File: config.mk
export PLATFORM = sky130hd
export DESIGN_NAME = wb_sram_bridge
export DESIGN_NICKNAME = d
export VERILOG_FILES = /design/src/rtl/wb_sram_pkg.sv /design/src/rtl/wb_sram_bridge.sv
export SDC_FILE = /design/constraint.sdc
export NUM_CORES = 1
export LEC_CHECK = 0
export BUFFER_PORTS_ARGS = -buffer_cell sky130_fd_sc_hd__buf_2
export CAP_MARGIN = 5
export CORE_AREA = 2 2 108 110
export CTS_CLUSTER_DIAMETER = 100
export DETAILED_ROUTE_END_ITERATION = 7
export DIE_AREA = 0 0 110 112
export PLACE_DENSITY = 0.64
export SYNTH_ARGS = -nofsm -noshare
export SYNTH_HDL_FRONTEND = slang
export SYNTH_SLANG_ARGS = --single-unit
File: constraint.sdc
create_clock -name clk -period 2.5 [get_ports clk]
set_input_delay 0.5 -clock clk [delete_from_list [all_inputs] [get_ports clk]]
set_output_delay 0.5 -clock clk [all_outputs]
set_load 0.02 [all_outputs]
File: src/rtl/wb_sram_pkg.sv
// Shared FSM encoding and default geometry for the Wishbone-to-SRAM bridge.
package wb_sram_pkg;
    localparam int WB_ADDR_WIDTH = 8;
    localparam int WB_DATA_WIDTH = 32;
    localparam int WB_NUM_WMASKS = WB_DATA_WIDTH / 8;

    typedef enum logic [1:0] {
        IDLE  = 2'd0,
        ISSUE = 2'd1,
        WAIT  = 2'd2,
        ACK   = 2'd3
    } state_t;
endpackage

File: src/rtl/wb_sram_bridge.sv
// Wishbone slave driving a single-port synchronous SRAM (port 0).
// One access per request: ISSUE strobes the macro, WAIT covers read latency.
module wb_sram_bridge
    import wb_sram_pkg::*;
#(
    parameter int ADDR_WIDTH = WB_ADDR_WIDTH,
    parameter int DATA_WIDTH = WB_DATA_WIDTH,
    parameter int NUM_WMASKS = WB_NUM_WMASKS
) (
    input  logic                  clk,
    input  logic                  rst_n,
    input  logic                  wbs_cyc_i,
    input  logic                  wbs_stb_i,
    input  logic                  wbs_we_i,
    input  logic [NUM_WMASKS-1:0] wbs_sel_i,
    input  logic [31:0]           wbs_adr_i,
    input  logic [DATA_WIDTH-1:0] wbs_dat_i,
    output logic                  wbs_ack_o,
    output logic [DATA_WIDTH-1:0] wbs_dat_o,
    output logic                  sram_csb0,
    output logic                  sram_web0,
    output logic [NUM_WMASKS-1:0] sram_wmask0,
    output logic [ADDR_WIDTH-1:0] sram_addr0,
    output logic [DATA_WIDTH-1:0] sram_din0,
    input  logic [DATA_WIDTH-1:0] sram_dout0
);

    state_t                r_state;
    state_t                w_next;
    logic [ADDR_WIDTH-1:0] r_addr;
    logic [DATA_WIDTH-1:0] r_din;
    logic [DATA_WIDTH-1:0] r_rdata;
    logic [NUM_WMASKS-1:0] r_sel;
    logic                  r_we;
    logic                  w_req;
    logic                  w_unused_adr;

    assign w_req        = wbs_cyc_i & wbs_stb_i;
    // Byte offset and bits above the SRAM window are the decoder's business.
    assign w_unused_adr = &{wbs_adr_i[31:ADDR_WIDTH+2], wbs_adr_i[1:0]};

    always_ff @(posedge clk or negedge rst_n) begin
        if (!rst_n) begin
            r_state <= IDLE;
            r_addr  <= '0;
            r_din   <= '0;
            r_sel   <= '0;
            r_we    <= 1'b0;
            r_rdata <= '0;
        end else begin
            r_state <= w_next;
            if (r_state == IDLE && w_req) begin
                r_addr <= wbs_adr_i[ADDR_WIDTH+1:2];
                r_din  <= wbs_dat_i;
                r_sel  <= wbs_sel_i;
                r_we   <= wbs_we_i;
            end
            if (r_state == WAIT)
                r_rdata <= sram_dout0;
        end
    end

    always_comb begin
        w_next = r_state;
        case (r_state)
            IDLE: begin
                // A write with no byte lanes has nothing to do at the macro.
                if (w_req)
                    w_next = (wbs_we_i && wbs_sel_i == '0) ? ACK : ISSUE;
            end
            ISSUE:   w_next = r_we ? ACK : WAIT;
            WAIT:    w_next = ACK;
            ACK:     w_next = IDLE;
            default: w_next = IDLE;
        endcase
    end

    // SRAM side decodes from registered state only.
    always_comb begin
        sram_csb0   = 1'b1;
        sram_web0   = 1'b1;
        sram_wmask0 = r_sel;
        sram_addr0  = r_addr;
        sram_din0   = r_din;
        if (r_state == ISSUE) begin
            sram_csb0 = 1'b0;
            sram_web0 = ~r_we;
            if (!r_we)
                sram_wmask0 = '1;
        end
    end

    // Ack follows cyc so an abandoned cycle never sees a stale ack.
    assign wbs_ack_o = (r_state == ACK) & wbs_cyc_i;
    assign wbs_dat_o = r_rdata;

endmodule

# --- Word-level counts from Yosys, hierarchy flattened ---
# Cells that the tools add are included.
# W data, S select, Z words.
op_classes:
  n_eq_ne: 4
  n_mux: 8
  bitwise: 3
  n_reduce_logical: 4
ops:
  columns: ["cell", "count"]
  rows:
  - ["$mux W4", 2]
  - ["$pmux W2 S4", 1]
  - ["$eq A2 B2 Y1 const B", 2]
  - ["$logic_not A4 Y1", 1]
  - ["$mux W2", 2]
  - ["$mux W1", 3]
  - ["$and A1 B1 Y1", 2]
  - ["$eq A2 B1 Y1 const B", 1]
  - ["$logic_and A1 B1 Y1", 2]
  - ["$logic_not A2 Y1", 1]
  - ["$ne A2 B2 Y1 const B", 1]
  - ["$not A1 Y1", 1]
totals:
  register_bits: 79
  in_bits: 105
  out_inout_bits: 79
  elab_cells: 25

# --- Logic depth before layout (Yosys ltp) ---
# Gate-level depths: netlist of the first run.
depth:
  ltp_word: 5
  depth_mapped: 5
  mapped_depth_nobuf: 5

# --- Worst setup path before layout of the first run ---
# Ideal clock, no wire load.
synth_path:
  path_kind: "reg-to-reg"
  from: "reg r_state[0]"
  to: "reg r_rdata[10], in the netlist wbs_dat_o[10]"
  setup_ns: 0.125
  arrival_ns: 1.374
  required_time_ns: 2.375
  setup_slack_ns: 1.002
  path_stages_with_launch: 6
  n_path_buf: 2
  period_less_slack_ns: 1.498
  path_cell_list: "dfrtp_1 inv_1 ha_1 clkbuf_1 buf_2 mux2_2"
synth_via:
  elab_chain_len: 1
synth_rtl:
  columns: ["item", "line", "rtl"]
  rows:
  - ["start, declared", "wb_sram_bridge.sv:28", "state_t r_state;"]
  - ["start signal, assigned", "wb_sram_bridge.sv:51", "r_state <= w_next;"]
  - ["$eq A2 B2 Y1", "wb_sram_bridge.sv:58", "if (r_state == WAIT)"]
  - ["end signal, assigned", "wb_sram_bridge.sv:59", "r_rdata <= sram_dout0;"]
  - ["end, declared", "wb_sram_bridge.sv:32", "logic [DATA_WIDTH-1:0] r_rdata;"]
# No other way between the ends.
# A chain may end at the register's enable or synchronous reset.

# --- Worst setup path in the final report of the first run ---
layout_path:
  from: "reg r_state[1]"
  to: "out sram_wmask0[1]"
layout_via:
  elab_chain_len: 2
layout_rtl:
  columns: ["item", "line", "rtl"]
  rows:
  - ["$eq A2 B1 Y1", "wb_sram_bridge.sv:85", "if (r_state == ISSUE) begin"]
  - ["$mux W4", "wb_sram_bridge.sv:85", null]
  - ["end, declared", "wb_sram_bridge.sv:22", "output logic [NUM_WMASKS-1:0] sram_wmask0,"]
# No other way between the ends.

==> results of run 1 <==
per-stage QoR:
stage	cell area, sq um	std cells	power, W	utilization (%)
after floorplan	3248	190	0.004323	-
after global placement	4209	487	0.005216	37.67
after detailed placement	4209	487	0.005294	37.67
after CTS	4508	503	0.006635	40.34
after global routing	4508	503	0.006924	40.34
final	4508	503	0.006504	40.34
layer usage:
metal	routed length [um]	vias up	share of wire [%]	global-route usage [%]
li1	-	993	-	-
met1	2732	1017	41	12.92
met2	3112	96	47	17.26
met3	627	9	9.5	4.391
met4	114	0	1.7	4.895
met5	0	-	0	0
sequential cells by signal (all words and copies together) (netlist names):
signal,cells
r_sel,4
r_we,1
r_state,2
sram_din0,32
wbs_dat_o,32
sram_addr0,8
final timing paths:
check                              start        endpoint  slack, ns  cells after the start
min in group clk           sram_dout0[4]    wbs_dat_o[4]       0.40                      2
max reg2reg                   r_state[0]    sram_din0[1]       0.55                      5
max in group asynchronous          rst_n   sram_addr0[6]       1.78                      2
max                           r_state[1]  sram_wmask0[1]       0.55                      5
min reg2reg                 wbs_dat_o[4]    wbs_dat_o[4]       0.49                      1
min                                rst_n    sram_din0[9]       0.13                      1
kinds of logic after synthesis:
group / count (synthesis)
DFF: 79
muxes: 77
adders and majority gates: 5
AOI/OAI and AO/OA: 4
buffers and inverters: 11
and+or+nand+nor: 14
placed cells by master (no fill, tap or decap):
| cell type | count |
|---|---|
| a21bo_2 | 1 |
| a31oi_1 | 1 |
| a32oi_1 | 1 |
| and2_1 | 1 |
| buf_12 | 2 |
| buf_2 | 158 |
| buf_4 | 2 |
| bufinv_16 | 1 |
| clkbuf_16 | 9 |
| clkbuf_8 | 1 |
| clkinv_2 | 3 |
| clkinvlp_4 | 2 |
| dfrtp_1 | 79 |
| ha_1 | 5 |
| inv_1 | 3 |
| mux2_1 | 2 |
| mux2_2 | 35 |
| mux2_4 | 40 |
| nand2_1 | 1 |
| nand2b_1 | 6 |
| nand3_4 | 1 |
| nand4_1 | 1 |
| nor2_1 | 4 |
| o21ai_0 | 1 |
report_power, final:
| part | switching, W | leakage (nW) | total (W) | internal (W) |
|---|---|---|---|---|
| Combinational | 0.00155 | 1.28 | 0.00296 | 0.00140 |
| Clock | 0.000488 | 0.144 | 0.00128 | 0.000794 |
| Sequential | 0.000326 | 0.939 | 0.00227 | 0.00194 |
| Total | 0.00237 | 2.36 | 0.00650 | 0.00413 |
critical path, delay by kind of cell, from the launching register on:
family | cells | cell delay [ns]
DFF | 1 | 0.41
buffers and inverters | 2 | 0.28
and+or+nand+nor | 2 | 0.23
adders and majority gates | 1 | 0.21
layout make-up:
cell class                      instances  area, sq um  area share, %
Tap cell                              143        178.9          3.969
Clock buffer                           10        239.0          5.301
Multi-Input combinational cell        100         1196          26.53
Inverter                                3        11.26         0.2498
Sequential cell                        79         1977          43.85
Clock inverter                          6        60.06          1.332
Timing Repair Buffer                  162        845.8          18.76
==> impl_metrics.prom, run 1 <==
# TYPE chip_impl_metric gauge
chip_impl_info{name="run_status",value="completed"} 1
chip_impl_metric{name="finalSetupViolCount",unit=""} 0
chip_impl_metric{name="cts_hold_buf",unit=""} 0
chip_impl_metric{name="number_of_pins_exceeding_their_max_slew_limit_in_the_final_report",unit=""} 0
chip_impl_metric{name="critPathRequiredTime",unit="ns"} 2.00
chip_impl_metric{name="buffers_on_ports",unit=""} 159
chip_impl_metric{name="clockBufferDepth",unit=""} 2
chip_impl_metric{name="first_global_vias",unit=""} 2104
chip_impl_metric{name="placement_rows",unit=""} 39
chip_impl_metric{name="fillerInstances",unit=""} 1072
chip_impl_info{name="clock-root-buffer",value="clkbuf_16"} 1
chip_impl_metric{name="post_synth_xor_area_fraction",unit="%"} 0
chip_impl_metric{name="post_synth_mux_area_share",unit="%"} 31.32
chip_impl_metric{name="yosysUniqueCellTypes",unit=""} 19
chip_impl_metric{name="synth_compound_area_share",unit="%"} 0.9245
chip_impl_metric{name="min_period_over_period",unit="%"} 77.99
chip_impl_metric{name="grt_util_all_layers",unit="%"} 10.92
chip_impl_metric{name="core_area",unit="sq um"} 11170
chip_impl_metric{name="final_net_count",unit=""} 465
chip_impl_metric{name="clk-insertion-delay-late",unit="ns"} 0.33
chip_impl_metric{name="netlist_area",unit="sq um"} 3248
chip_impl_metric{name="post-synth-top-area-fraction",unit="%"} 60.86
chip_impl_metric{name="io-pin-count",unit=""} 184
chip_impl_info{name="yosys.area.top_type",value="dfrtp_1"} 1
chip_impl_metric{name="drtPass1Iterations",unit=""} 5
chip_impl_metric{name="timing.setup.tns",unit="ns"} 0
chip_impl_metric{name="grt_antenna_before_repair",unit=""} 0
chip_impl_info{name="largest_family_of_logic_cells_by_synthesized_area",value="multiplexers"} 1
chip_impl_metric{name="routed-via-count",unit=""} 2115
chip_impl_metric{name="final_layout_size_suffix_gt1_share",unit="%"} 70.83
chip_impl_metric{name="syn-instance-count",unit=""} 190
chip_impl_info{name="crit_path_top_delay_cell",value="dfrtp_1"} 1
chip_impl_metric{name="cts_max_level",unit=""} 3
chip_impl_metric{name="pwr_density_cell",unit="nW/um^2"} 1443
chip_impl_metric{name="layout_setup_ws",unit="ns"} 0.5502
chip_impl_metric{name="critPathMaxStageDelay",unit="ns"} 0.41
chip_impl_metric{name="clk_transition_reported_paths",unit="ns"} 0.06
chip_impl_info{name="classification_of_the_worst_slack_hold_path",value="primary input to asynchronous set/reset pin"} 1
chip_impl_metric{name="place.detailed.hpwl",unit="mm"} 4.958
chip_impl_metric{name="synth_seq_cells",unit=""} 79
chip_impl_metric{name="grt_max_degree",unit=""} 44
chip_impl_metric{name="cap_viol_max_count",unit=""} 0
chip_impl_metric{name="synthArstFlopShare",unit="%"} 100.0
chip_impl_info{name="post_synth_most_frequent_cells",value="dfrtp_1, mux2_4, mux2_2"} 1
chip_impl_metric{name="total_cts_buffers",unit=""} 9
chip_impl_metric{name="die_area",unit="sq um"} 12320
chip_impl_metric{name="detail_route.wl_per_cell",unit="um"} 13.09
chip_impl_metric{name="routed_wirelength",unit="mm"} 6.586
chip_impl_metric{name="timing.clock.skew",unit="ns"} 0.006125
chip_impl_metric{name="cts_sinks",unit=""} 79
chip_impl_info{name="rsz0062_at_grt",value="false"} 1
chip_impl_metric{name="area_delta_synth_final",unit="%"} 38.79
chip_impl_metric{name="crit_arrival",unit="ns"} 1.45
chip_impl_metric{name="n_antenna_cell",unit=""} 0
chip_impl_info{name="tritoncts",value="built"} 1
chip_impl_info{name="ys.flop_type",value="dfrtp_1"} 1
chip_impl_metric{name="final_antenna_net_count",unit=""} 0
chip_impl_metric{name="syn_area_per_cell",unit="sq um"} 17.10
chip_impl_metric{name="yosys.area_share.simple",unit="%"} 2.658
chip_impl_metric{name="worst_slew_pin_slew",unit="ns"} 0.4860
chip_impl_metric{name="post_cts_repair_timing_setup_buffer_count",unit=""} 0
chip_impl_metric{name="fin_crit",unit="ns"} 1.950
chip_impl_metric{name="cts.repair.resized",unit=""} 0
chip_impl_metric{name="initial_utilization",unit="%"} 29.07
chip_impl_info{name="most_instantiated_library_cell_after_synthesis",value="dfrtp_1"} 1
chip_impl_info{name="setup.worst_path.end_class",value="primary output"} 1
chip_impl_info{name="critical-path-top-cell-by-count",value="nand2b_1"} 1
chip_impl_metric{name="die_width",unit="um"} 110
chip_impl_metric{name="drt_iter0_drc",unit=""} 83
chip_impl_metric{name="post_synth_fa_ha_maj_area_fraction",unit="%"} 1.926
chip_impl_metric{name="chipHeight",unit="um"} 112
chip_impl_metric{name="grt_overflow_total",unit=""} 0
chip_impl_info{name="crit_chain",value="inv_1, ha_1, nand2b_1, nand2b_1, buf_2"} 1
chip_impl_metric{name="syn_nets",unit=""} 300
chip_impl_metric{name="number_of_synthesized_flops_with_an_enable_pin",unit=""} 0
chip_impl_metric{name="fin_hold_ws",unit="ns"} 0.1317
chip_impl_metric{name="synth_sequential_area_ratio",unit="%"} 60.86
chip_impl_metric{name="max_clock_freq",unit="MHz"} 512.9
chip_impl_metric{name="gp_routability_congestion",unit=""} 0.7177
chip_impl_metric{name="power.ir.vdd_worst",unit="V"} 0.0004811
chip_impl_metric{name="slew_headroom",unit="%"} 67.60
chip_impl_info{name="startpoint_type_of_the_worst_setup_path",value="flip-flop"} 1
chip_impl_metric{name="grt_pass1_wl",unit="mm"} 10.16
chip_impl_metric{name="drt-vias-per-instance",unit=""} 4.205
chip_impl_info{name="ys_top_cells_by_area",value="dfrtp_1, mux2_4, mux2_2, ha_1, buf_6"} 1
chip_impl_metric{name="timing.final.hold_violations",unit=""} 0
chip_impl_info{name="classification_of_the_worst_setup_path",value="flip-flop to primary output"} 1
chip_impl_metric{name="placement.setup.worst_slack",unit="ns"} 0.5339
chip_impl_metric{name="synth-warning-count",unit=""} 0
chip_impl_metric{name="post-route-drc-count",unit=""} 0
chip_impl_metric{name="critPathMaxFanout",unit=""} 5
chip_impl_metric{name="power.static_leakage",unit="nW"} 2.361
Note: power is estimated with default switching activity, not from simulation.
==> inputs of run 2 (changes only) <==
- clock period: 2.5 -> 2 ns (I/O delays scaled with it)
==> run 2 against run 1 <==
- clock skew is 0.0016 ns lower
- hold slack got worse by 0.11 ns
- final cell count fell by 0.20%
- combinational power rose by 26%
- register-to-register slack got worse by 0.18 ns
- first-iteration DRC count fell by 25%
- clock power grew 26%
- clock-buffer cell count up 1
- non-clock buffer count did not move
- critical endpoint unchanged
- largest cell class unchanged
- largest power group unchanged
- highest routed layer unchanged
==> impl_metrics.prom, run 2 (synthesis results as in run 1) <==
# TYPE chip_impl_metric gauge
chip_impl_metric{name="power.static_leakage",unit="nW"} 2.371
chip_impl_metric{name="drt-vias-per-instance",unit=""} 4.231
chip_impl_metric{name="grt_overflow_total",unit=""} 0
chip_impl_metric{name="multiInputGateArea",unit="sq um"} 1196
chip_impl_metric{name="die_width",unit="um"} 110
chip_impl_metric{name="clk-insertion-delay-late",unit="ns"} 0.33
chip_impl_metric{name="first_global_vias",unit=""} 2089
chip_impl_metric{name="initial_utilization",unit="%"} 29.07
chip_impl_info{name="critical_path.reg2reg.startpoint",value="r_state[0]"} 1
chip_impl_metric{name="routed-via-count",unit=""} 2124
chip_impl_metric{name="final_antenna_net_count",unit=""} 0
chip_impl_metric{name="worst_slew_pin_slew",unit="ns"} 0.4552
chip_impl_metric{name="cts_sinks",unit=""} 79
chip_impl_info{name="setup.worst_path.end_class",value="primary output"} 1
chip_impl_metric{name="drtPass1Iterations",unit=""} 4
chip_impl_metric{name="place.detailed.hpwl",unit="mm"} 4.932
chip_impl_metric{name="core_area",unit="sq um"} 11170
chip_impl_metric{name="timing.final.hold_violations",unit=""} 0
chip_impl_metric{name="final_design_area_no_fill",unit="sq um"} 4519
chip_impl_metric{name="detail_route.wl_per_cell",unit="um"} 13.21
chip_impl_metric{name="fin_crit",unit="ns"} 1.895
chip_impl_info{name="classification_of_the_worst_slack_hold_path",value="primary input to asynchronous set/reset pin"} 1
chip_impl_info{name="clock-root-buffer",value="clkbuf_16"} 1
chip_impl_metric{name="clk_transition_reported_paths",unit="ns"} 0.06
chip_impl_metric{name="pwr_density_cell",unit="nW/um^2"} 1808
chip_impl_metric{name="grt_pass1_wl",unit="mm"} 10.20
chip_impl_metric{name="buffers_on_ports",unit=""} 159
chip_impl_metric{name="chipHeight",unit="um"} 112
chip_impl_metric{name="clockBufferDepth",unit=""} 2
chip_impl_info{name="startpoint_type_of_the_worst_setup_path",value="flip-flop"} 1
chip_impl_metric{name="total_cts_buffers",unit=""} 9
chip_impl_metric{name="grt_antenna_before_repair",unit=""} 0
chip_impl_metric{name="power.ir.vdd_worst",unit="V"} 0.0006909
chip_impl_metric{name="cts_max_level",unit=""} 3
chip_impl_metric{name="placement_rows",unit=""} 39
chip_impl_metric{name="final_net_count",unit=""} 465
chip_impl_metric{name="cap_viol_max_count",unit=""} 0
chip_impl_metric{name="slew_headroom",unit="%"} 69.65
chip_impl_info{name="classification_of_the_worst_setup_path",value="flip-flop to primary output"} 1
chip_impl_metric{name="finalSetupViolCount",unit=""} 0
chip_impl_metric{name="min_period_over_period",unit="%"} 94.75
chip_impl_metric{name="fin_hold_ws",unit="ns"} 0.02347
chip_impl_metric{name="gp_routability_congestion",unit=""} 0.7050
chip_impl_metric{name="grt_max_degree",unit=""} 46
chip_impl_metric{name="critPathRequiredTime",unit="ns"} 1.60
chip_impl_metric{name="io-pin-count",unit=""} 184
chip_impl_info{name="run_status",value="completed"} 1
chip_impl_metric{name="cts_hold_buf",unit=""} 0
chip_impl_metric{name="timing.clock.skew",unit="ns"} 0.004503
chip_impl_metric{name="post_cts_repair_timing_setup_buffer_count",unit=""} 0
chip_impl_metric{name="routed_wirelength",unit="mm"} 6.632
chip_impl_metric{name="critPathMaxFanout",unit=""} 5
chip_impl_metric{name="number_of_pins_exceeding_their_max_slew_limit_in_the_final_report",unit=""} 0
chip_impl_metric{name="fillerInstances",unit=""} 1058
chip_impl_metric{name="grt_util_all_layers",unit="%"} 10.87
chip_impl_metric{name="post-route-drc-count",unit=""} 0
chip_impl_metric{name="fin_total_pwr",unit="W"} 0.008172
chip_impl_metric{name="final_layout_size_suffix_gt1_share",unit="%"} 70.75
chip_impl_metric{name="drt_iter0_drc",unit=""} 62
chip_impl_metric{name="area_delta_synth_final",unit="%"} 39.14
chip_impl_metric{name="die_area",unit="sq um"} 12320
chip_impl_metric{name="rrSetupSlack",unit="ns"} 0.37
chip_impl_metric{name="timing.setup.tns",unit="ns"} 0
chip_impl_info{name="tritoncts",value="built"} 1
chip_impl_info{name="layout.cells.most_common_list",value="buf_2, dfrtp_1, mux2_4"} 1
chip_impl_metric{name="register_cell_area_after_layout",unit="sq um"} 1977
chip_impl_metric{name="n_antenna_cell",unit=""} 0
chip_impl_metric{name="cts.repair.resized",unit=""} 0
chip_impl_info{name="r2r_end",value="sram_din0[26]"} 1
chip_impl_info{name="layout_commonest_cell",value="buf_2"} 1
chip_impl_metric{name="crit_arrival",unit="ns"} 1.50
chip_impl_metric{name="rr_worst_depth",unit=""} 5
chip_impl_info{name="rsz0062_at_grt",value="false"} 1
chip_impl_metric{name="max_clock_freq",unit="MHz"} 527.7
chip_impl_metric{name="dpl-instance-area",unit="sq um"} 4222
## run 2: cell count changes in the layout (fill, tap and decap cells not counted)
cell | before | now
clkinvlp_4 | 2 | 0
buf_12 | 2 | 3
clkbuf_8 | 1 | 2
buf_4 | 2 | 1
## run 2: worst max-delay path: stages (launching register included)
cell,delay (ns)
dfrtp_1,0.42
inv_1,0.12
ha_1,0.21
nand2b_1,0.14
nand2b_1,0.11
buf_2,0.17
## run 2: metal layers
layer  vias to the layer above  wire [um]  share of wire [%]  GRT usage (%)
li1                        989          -                  -              -
met1                      1039       2744                 41          12.59
met2                        90       3215                 48          18.00
met3                         6        600                9.0          4.215
met4                         0         72                1.1          4.051
met5                         -          0                  0              0
## run 2: layout make-up
type | count | area share [%]
inverter | 3 | 0.2492
timing repair buffer | 162 | 18.99
tap | 143 | 3.959
sequential | 79 | 43.74
clock inverter | 4 | 0.9967
clock buffer | 11 | 5.592
multi-input combinational | 100 | 26.47
## run 2: through the flow
stage,worst slack [ns],cells,utilization (%)
after floorplan,0.5016,190,-
after global placement,0.4012,487,37.78
after detailed placement,0.3475,487,37.78
after CTS,0.08628,502,40.44
after global routing,0.002275,502,40.44
final,0.1049,502,40.44
## run 2: worst max path at each step
stage          startpoint             end  slack (ns)  cells past startpoint
2_1_floorplan  r_state[0]   wbs_dat_o[10]        0.50                      5
3_3_place_gp   r_state[0]   sram_din0[26]        0.40                      5
3_5_place_dp   r_state[0]   sram_din0[25]        0.35                      5
4_1_cts        r_state[1]  sram_wmask0[1]        0.09                      5
5_1_grt        r_state[1]  sram_wmask0[1]       0.002                      5
6_report       r_state[1]  sram_wmask0[1]        0.10                      5
## run 2: report_power, final
group          leakage (nW)  total [W]  switching [W]  internal [W]
Combinational          1.28    0.00373        0.00195       0.00178
Sequential            0.939    0.00283       0.000405       0.00242
Clock                 0.151    0.00161       0.000594       0.00102
==> inputs of run 3 (changes only) <==
- CELL_PAD_IN_SITES_DETAIL_PLACEMENT: default -> 1
- CELL_PAD_IN_SITES_GLOBAL_PLACEMENT: default -> 1
- PLACE_DENSITY: 0.64 -> 0.77
- REMOVE_ABC_BUFFERS: default -> 1
- clock period: 2 -> 2.2 ns (I/O delays scaled with it)
==> run 3 against run 2 <==
- clock skew is 0.0029 ns higher
- sequential share of layout area decreased by 0.35 points
- via count up 2.0%
- setup slack better by 0.21 ns
- largest cell class unchanged
- routed wire length up 7.4%
- hold slack improved by 0.069 ns
- combinational power shrank 9.4%
- highest routed layer unchanged
- critical path depth is the same
==> impl_metrics.prom, run 3 (synthesis results as in run 1) <==
# TYPE chip_impl_metric gauge
chip_impl_metric{name="finalSetupViolCount",unit=""} 0
chip_impl_metric{name="number_of_pins_exceeding_their_max_slew_limit_in_the_final_report",unit=""} 0
chip_impl_metric{name="routed-via-count",unit=""} 2166
chip_impl_metric{name="final_antenna_net_count",unit=""} 0
chip_impl_metric{name="timing.setup.tns",unit="ns"} 0
chip_impl_info{name="crit_path_top_delay_cell",value="dfrtp_1"} 1
chip_impl_metric{name="core_area",unit="sq um"} 11170
chip_impl_info{name="tritoncts",value="built"} 1
chip_impl_info{name="setup.worst_path.end_class",value="flip-flop"} 1
chip_impl_metric{name="drt-vias-per-instance",unit=""} 4.298
chip_impl_metric{name="die_width",unit="um"} 110
chip_impl_metric{name="clk_transition_reported_paths",unit="ns"} 0.06
chip_impl_metric{name="rrSetupSlack",unit="ns"} 0.31
chip_impl_metric{name="timing.final.hold_violations",unit=""} 0
chip_impl_metric{name="clk-insertion-delay-late",unit="ns"} 0.32
chip_impl_metric{name="critical_path_buf_inv_count",unit=""} 2
chip_impl_metric{name="grt_antenna_before_repair",unit=""} 0
chip_impl_info{name="cpLargestDelayFamily",value="buffers and inverters"} 1
chip_impl_metric{name="chipHeight",unit="um"} 112
chip_impl_metric{name="worst_slew_pin_slew",unit="ns"} 0.5442
chip_impl_metric{name="initial_utilization",unit="%"} 29.07
chip_impl_info{name="r2r_end",value="sram_din0[20]"} 1
chip_impl_metric{name="min_period_over_period",unit="%"} 85.69
chip_impl_info{name="layout_commonest_cell",value="buf_2"} 1
chip_impl_info{name="critical_path.reg2reg.startpoint",value="r_state[0]"} 1
chip_impl_metric{name="first_global_vias",unit=""} 2333
chip_impl_metric{name="drtPass1Iterations",unit=""} 2
chip_impl_info{name="classification_of_the_worst_slack_hold_path",value="primary input to asynchronous set/reset pin"} 1
chip_impl_metric{name="grt_max_degree",unit=""} 43
chip_impl_info{name="classification_of_the_worst_setup_path",value="flip-flop to flip-flop"} 1
chip_impl_metric{name="cap_viol_max_count",unit=""} 0
chip_impl_metric{name="cts_sinks",unit=""} 79
chip_impl_metric{name="final_net_count",unit=""} 467
chip_impl_metric{name="fin_total_pwr",unit="W"} 0.007586
chip_impl_metric{name="power.ir.vdd_worst",unit="V"} 0.0006245
chip_impl_metric{name="post_cts_repair_timing_setup_buffer_count",unit=""} 0
chip_impl_metric{name="fillerInstances",unit=""} 1229
chip_impl_metric{name="critPathRequiredTime",unit="ns"} 2.41
chip_impl_metric{name="critPathMaxFanout",unit=""} 21
chip_impl_metric{name="cts_max_level",unit=""} 3
chip_impl_metric{name="die_area",unit="sq um"} 12320
chip_impl_metric{name="detail_route.wl_per_cell",unit="um"} 14.14
chip_impl_metric{name="grt_pass1_wl",unit="mm"} 11.12
chip_impl_metric{name="total_cts_buffers",unit=""} 9
chip_impl_metric{name="gp_routability_congestion",unit=""} 0.7162
chip_impl_metric{name="fin_crit",unit="ns"} 1.885
chip_impl_metric{name="grt_overflow_total",unit=""} 0
chip_impl_info{name="crit_chain",value="inv_1, ha_1, nand3_4, buf_12, mux2_4"} 1
chip_impl_metric{name="pwr_density_cell",unit="nW/um^2"} 1665
chip_impl_metric{name="critPathMaxStageDelay",unit="ns"} 0.41
chip_impl_metric{name="crit_arrival",unit="ns"} 2.09
chip_impl_metric{name="postLayoutCoreUtil",unit="%"} 40.77
chip_impl_info{name="layout.cells.most_common_list",value="buf_2, dfrtp_1, mux2_4"} 1
chip_impl_metric{name="drt_iter0_drc",unit=""} 41
chip_impl_info{name="clock-root-buffer",value="clkbuf_16"} 1
chip_impl_metric{name="final_layout_size_suffix_gt1_share",unit="%"} 70.91
chip_impl_info{name="run_status",value="completed"} 1
chip_impl_metric{name="max_clock_freq",unit="MHz"} 530.4
chip_impl_metric{name="cts_hold_buf",unit=""} 0
chip_impl_metric{name="buffers_on_ports",unit=""} 159
chip_impl_metric{name="routed_wirelength",unit="mm"} 7.126
chip_impl_metric{name="area_delta_synth_final",unit="%"} 40.25
chip_impl_info{name="rsz0062_at_grt",value="false"} 1
chip_impl_metric{name="grt_util_all_layers",unit="%"} 11.74
chip_impl_metric{name="io-pin-count",unit=""} 184
chip_impl_metric{name="slew_headroom",unit="%"} 63.72
chip_impl_metric{name="cts.repair.resized",unit=""} 0
chip_impl_metric{name="clockBufferDepth",unit=""} 2
chip_impl_metric{name="timing.clock.skew",unit="ns"} 0.007405
chip_impl_metric{name="rr_worst_depth",unit=""} 5
chip_impl_metric{name="n_antenna_cell",unit=""} 0
chip_impl_metric{name="place.detailed.hpwl",unit="mm"} 5.535
chip_impl_info{name="startpoint_type_of_the_worst_setup_path",value="flip-flop"} 1
chip_impl_metric{name="placement_rows",unit=""} 39
chip_impl_metric{name="post-route-drc-count",unit=""} 0
chip_impl_metric{name="power.static_leakage",unit="nW"} 2.390
==> run 3: worst reg2reg max path: cells and delay by family (launching register included) <==
kind | cells | cell delay (ns)
flops | 1 | 0.41
buf+inv | 2 | 0.49
fa+ha+maj | 1 | 0.23
simple gates | 1 | 0.34
mux | 1 | 0.31
==> run 3: cell type report <==
| class | instances | area, sq um | share of cell area, % |
|---|---|---|---|
| clock buffers | 12 | 266.5 | 5.850 |
| clock inverters | 3 | 65.06 | 1.428 |
| inverters | 3 | 11.26 | 0.2472 |
| multi-input cells | 100 | 1196 | 26.26 |
| flip-flops and latches | 79 | 1977 | 43.39 |
| well taps | 143 | 178.9 | 3.928 |
| repair buffers | 164 | 860.8 | 18.90 |
==> run 3: per-layer routing <==
layer / up-vias / global-route usage, % / wire length (um)
met4: 0 / 5.316 / 122
li1: 989 / - / -
met3: 9 / 3.630 / 751
met1: 1050 / 14.12 / 3003
met2: 118 / 19.06 / 3249
met5: - / 0 / 0
==> run 3: stage by stage <==
step / area [sq um] / std cells / worst slack [ns] / hold slack [ns]
final: 4556 / 504 / 0.3147 / 0.09239
after global placement: 4224 / 489 / 0.3119 / 0.4656
after detailed placement: 4224 / 489 / 0.2652 / 0.4650
after floorplan: 3184 / 182 / 0.3170 / 0.1444
after CTS: 4556 / 504 / 0.2569 / 0.1102
after global routing: 4556 / 504 / 0.1700 / 0.1354
==> run 3: power breakdown <==
part	internal [W]	switching, W
logic	0.00160	0.00178
clock network	0.00108	0.000535
registers	0.00220	0.000386
==> run 3: worst max path at each step <==
stage                           from              to  slack (ns)  cells after the start
after global placement    r_state[0]   sram_din0[10]        0.31                      5
after detailed placement  r_state[0]   sram_din0[17]        0.27                      5
after floorplan           r_state[0]    wbs_dat_o[0]        0.32                      3
after global routing      r_state[1]  sram_wmask0[2]        0.17                      5
final                     r_state[0]   sram_din0[20]        0.31                      5
after CTS                 r_state[0]   sram_din0[13]        0.26                      5
